===== src/rtl/fetch_stage.sv =====
// Instruction fetch: owns the PC, presents it to a combinational-read instruction
// memory and registers the returned word into the IF/ID register with a valid bit.
module fetch_stage #(
    parameter logic [31:0] RESET_PC   = 32'h0000_0000,
    parameter int          IMEM_DEPTH = 1024
) (
    input  logic        clk,
    input  logic        rst,
    input  logic        stall_i,
    input  logic        redirect_i,
    input  logic [31:0] redirect_pc_i,
    output logic [31:0] imem_addr_o,
    input  logic [31:0] imem_rd_i,
    output logic [31:0] instr_o,
    output logic [31:0] pc_o,
    output logic [31:0] pc_plus4_o,
    output logic        valid_o,
    output logic        halted_o,
    output logic        fault_o,
    output logic [31:0] fetch_count_o
);
    typedef enum logic [1:0] {RUN, HALT, FAULT} state_t;

    localparam logic [31:0] NOP    = 32'h0000_0013;
    localparam logic [31:0] EBREAK = 32'h0010_0073;
    localparam logic [32:0] LIMIT  = 33'(IMEM_DEPTH) * 33'd4;

    state_t      state;
    logic [31:0] pc;
    logic        out_of_range;
    logic        unused_ok;

    assign imem_addr_o  = pc;
    assign out_of_range = {1'b0, pc} >= LIMIT;
    assign halted_o     = (state == HALT);
    assign fault_o      = (state == FAULT);
    // Redirect targets are word-aligned by dropping the low bits.
    assign unused_ok    = ^redirect_pc_i[1:0];

    always_ff @(posedge clk) begin
        if (rst) begin
            state         <= RUN;
            pc            <= RESET_PC;
            instr_o       <= NOP;
            pc_o          <= '0;
            pc_plus4_o    <= '0;
            valid_o       <= 1'b0;
            fetch_count_o <= '0;
        end else if (redirect_i) begin
            state   <= RUN;
            pc      <= {redirect_pc_i[31:2], 2'b00};
            instr_o <= NOP;
            valid_o <= 1'b0;
        end else begin
            case (state)
                RUN: begin
                    // Range check wins over EBREAK decode: the word is garbage.
                    if (!stall_i && out_of_range) begin
                        state   <= FAULT;
                        instr_o <= NOP;
                        valid_o <= 1'b0;
                    end else if (!stall_i) begin
                        instr_o       <= imem_rd_i;
                        pc_o          <= pc;
                        pc_plus4_o    <= pc + 32'd4;
                        valid_o       <= 1'b1;
                        fetch_count_o <= fetch_count_o + 32'd1;
                        if (imem_rd_i == EBREAK)
                            state <= HALT;
                        else
                            pc <= pc + 32'd4;
                    end
                end
                default: begin
                    instr_o <= NOP;
                    valid_o <= 1'b0;
                end
            endcase
        end
    end
endmodule


===== config.mk =====
export PLATFORM = sky130hd
export DESIGN_NAME = fetch_stage
export DESIGN_NICKNAME = d
export VERILOG_FILES = /design/src/rtl/fetch_stage.sv
export SDC_FILE = /design/constraint.sdc
export NUM_CORES = 1
export LEC_CHECK = 0
export CAP_MARGIN = 20
export CELL_PAD_IN_SITES_DETAIL_PLACEMENT = 2
export CELL_PAD_IN_SITES_GLOBAL_PLACEMENT = 2
export CORE_ASPECT_RATIO = 0.75
export CORE_MARGIN = 3
export CORE_UTILIZATION = 23
export DETAILED_ROUTE_END_ITERATION = 7
export GPL_TIMING_DRIVEN = 0
export MAX_ROUTING_LAYER = met4
export PLACE_DENSITY_LB_ADDON = 0.1
export SYNTH_ARGS = -nofsm -noshare
export SYNTH_HDL_FRONTEND = slang
export SYNTH_SLANG_ARGS = --single-unit

===== constraint.sdc =====
create_clock -name clk -period 2.25 [get_ports clk]
set_input_delay 0.45 -clock clk [delete_from_list [all_inputs] [get_ports clk]]
set_output_delay 0.45 -clock clk [all_outputs]
set_load 0.01 [all_outputs]

==> results.json <==
{
  "status": "finished, violations left",
  "violations": "setup timing",
  "syn_area_per_cell_sq_um": 9.454,
  "slew_viol_final": 0,
  "routed_via_density": 4.620,
  "rr_endpoint": "fetch_count_o[7]$_SDFFE_PP0P_",
  "min_delay_worst_endpoint": "pc_o[25]$_SDFFE_PP0P_",
  "setup_viol": 2,
  "rsz0062_at_grt": "yes",
  "drt_iter0_drc": 164,
  "synthTopCellsByArea": "dfxtp_1 52%, mux2i_1 5.0%, nor2_1 4.3%",
  "antenna_cells": 0,
  "max-slew-margin-rel_pct": 47.23,
  "antenna_found_initial": 0,
  "clock_skew_ps": 11.06,
  "grt.overflow.total": 0,
  "slowest_stage": "or4_4",
  "r2r_slack_ps": -20,
  "synth_top_area_share_pct": 52.03,
  "place_congestion": 0.8128,
  "die_y_microns": 146.4,
  "synth_area_leader_cell": "dfxtp_1",
  "syn2layout_area_growth_pct": 63.79,
  "die-area_sq_mm": 0.02827,
  "crit_path_cell_trace": "nor4_4 > buf_4 > nand3_2 > or4_4 > buf_8 > or3_2 > a21oi_2",
  "cts_sinks": 157,
  "crit_path_max_incr_delay_ps": 530,
  "layout_commonest_cell": "clkdlybuf4s50_1",
  "drive_above_1_share_pct": 16.94,
  "synth-seq-cells": 157,
  "dr_wl_met2_mm": 11.59,
  "ant_nets": 0,
  "drc_errors": 0,
  "place_inst": 1204,
  "rows": 50,
  "period_needed_ps": 2266,
  "tightest_slew_ps": 791.5,
  "drt-met1-wl_mm": 11.21,
  "fmax_mhz": 441.3,
  "mostFrequentLayoutCells": "221 x clkdlybuf4s50_1, 140 x dfxtp_1, 65 x nor2_1, 39 x nand2_1, 39 x and2_1",
  "h-tree-depth": 4,
  "clock_latency_ps": 430,
  "yosysUniqueCellTypes": 50,
  "vias": 5816,
  "tns_ps": -21.10,
  "wl_per_cell_microns": 19.44,
  "io_pins": 231,
  "crit_required_ps": 2600,
  "worst_slack_ps": -15.95,
  "hold_violations": 0,
  "post-route-period-util_pct": 100.7,
  "dieWidth_microns": 193.1,
  "grt_pass1_vias": 6420,
  "yosysSeqAreaShare_pct": 52.03,
  "p_per_area_mw_per_mm2": 660.1,
  "timing.rr.start": "imem_addr_o[17]$_SDFFE_PP0P_",
  "num-fill-cells": 2760,
  "ir_drop_uv": 516.7,
  "critPathCaptureType": "flip-flop",
  "finalNonFillerCells": 1259,
  "cts_tree": "done",
  "cts_buffer_depth": 2,
  "hp-start": "pc_o[25]$_SDFFE_PP0P_",
  "initial_core_util_pct": 23.78,
  "reg2regPathDepth": 7,
  "drv_cap": 0,
  "cellLeakagePower_nw": 3.556,
  "track_usage_pct": 17.71,
  "met3WireLength_mm": 1.368,
  "nets": 979,
  "root_buffer": "clkbuf_16",
  "core_area_sq_mm": 0.02540,
  "firstDrtPassIters": 4,
  "criticalPathCategory": "reg2reg",
  "hold_class": "reg2reg",
  "post-dp-hpwl_mm": 18.31,
  "crit_family": "simple AND/OR/NAND/NOR gates",
  "cts_made_buffers": 17,
  "arrival_ps": 2620,
  "clkSlewWorstSetupHoldPaths_ps": 70,
  "top_layer": "met4",
  "critPathMaxFanout": 5,
  "grt_first_pass_wirelength_mm": 37.60,
  "portBuffers": 222,
  "grt_max_degree": 17,
  "syn_area_sq_mm": 0.006041,
  "crit_path_start_kind": "flip-flop",
  "holdWs_ps": 458.3,
  "wl_mm": 24.47,
  "yosysWarnings": 0,
  "path_buf_inv": 2,
  "hold_depth": 1,
  "synthCells": 639
}
[how the worst max path moves through the flow]
stage	slack (ps)	end	cells after the start	from
floorplan	0.1	fetch_count_o[28]$_SDFFE_PP0P_	7	fetch_count_o[6]$_SDFFE_PP0P_
global route	-110	fetch_count_o[13]$_SDFFE_PP0P_	7	imem_addr_o[17]$_SDFFE_PP0P_
CTS	-70	fetch_count_o[7]$_SDFFE_PP0P_	7	imem_addr_o[26]$_SDFFE_PP0P_
finish	-20	fetch_count_o[7]$_SDFFE_PP0P_	7	imem_addr_o[17]$_SDFFE_PP0P_
global placement	-1000	imem_addr_o[25]$_SDFFE_PP0P_	8	imem_rd_i[4]
detailed placement	-1140	pc_o[30]$_SDFFE_PP0P_	8	stall_i
[power breakdown]
| part | switching (mW) | internal [mW] |
|---|---|---|
| Clock | 1.26 | 1.75 |
| Sequential | 0.0747 | 2.82 |
| Combinational | 0.291 | 0.332 |
[cell type report]
type                       instances  area, sq um  area share [%]
buffer                            41        250.2           2.529
clock buffer                      18        429.2           4.337
clock inverter                    14        165.2           1.669
inverter                          17        63.81          0.6449
multi-input combinational        425         2960           29.92
sequential                       157         3179           32.13
tap                              338        422.9           4.274
timing repair buffer             249         2424           24.49
[cells in the mapped netlist (all sizes together)]
library cell,number
nor4b,3
nor2,69
o211ai,1
a32oi,4
conb,1
nor4bb,2
a311oi,3
nand3,23
o21ai,12
a31o,3
or3,13
dfxtp,157
nor3,10
a211oi,10
or2,6
nand4b,1
nor2b,5
ha,3
mux2i,30
xor2,6
and2,40
xnor2,18
and3b,1
nand4,13
a21oi,32
clkbuf,32
and3,5
a2111oi,1
a211o,3
nor4,20
mux2,1
inv,17
and4,3
nand2,39
a22o,19
or4,12
buf,12
dlygate4sd1,1
o31ai,5
o31a,3
[through the flow]
step           power (mW)  util [%]  setup WS, ps  area [sq um]
4_1_cts             6.612     38.15        -73.76          9691
6_report            6.531     38.96        -15.95          9894
3_5_place_dp        3.505     34.38         -1141          8732
2_1_floorplan       3.165         -        0.1155          6087
3_3_place_gp        3.484     34.38         -1004          8732
5_1_grt             6.801     38.96        -106.6          9894
[flip-flops by register name, summed over array words and instances (netlist names)]
| register | count |
|---|---|
| pc_plus4_o | 30 |
| fetch_count_o | 32 |
| valid_o | 1 |
| instr_o | 32 |
| pc_o | 30 |
| imem_addr_o | 30 |
| state | 2 |
[logic make-up after synthesis]
kind of cell	synth area share, %
simple gates	23.22
flops	52.03
compound gates	10.85
buf+inv	4.577
mux	5.157
xor+xnor	3.480
fa+ha+maj	0.6214
other cells	0.06208
[layer usage]
metal | GRT usage, % | up-vias
met5 | - | -
met4 | 3.903 | 0
met3 | 5.257 | 19
met2 | 28.09 | 130
met1 | 22.31 | 2895
li1 | - | 2772
[what timing repair did]
action,in CTS,in global routing
setup buffers,24,3
resized for setup,60,60
setup endpoints to repair,154,99
pin swaps,15,10
hold buffers,0,0
Power figures use the tool's default switching activity.
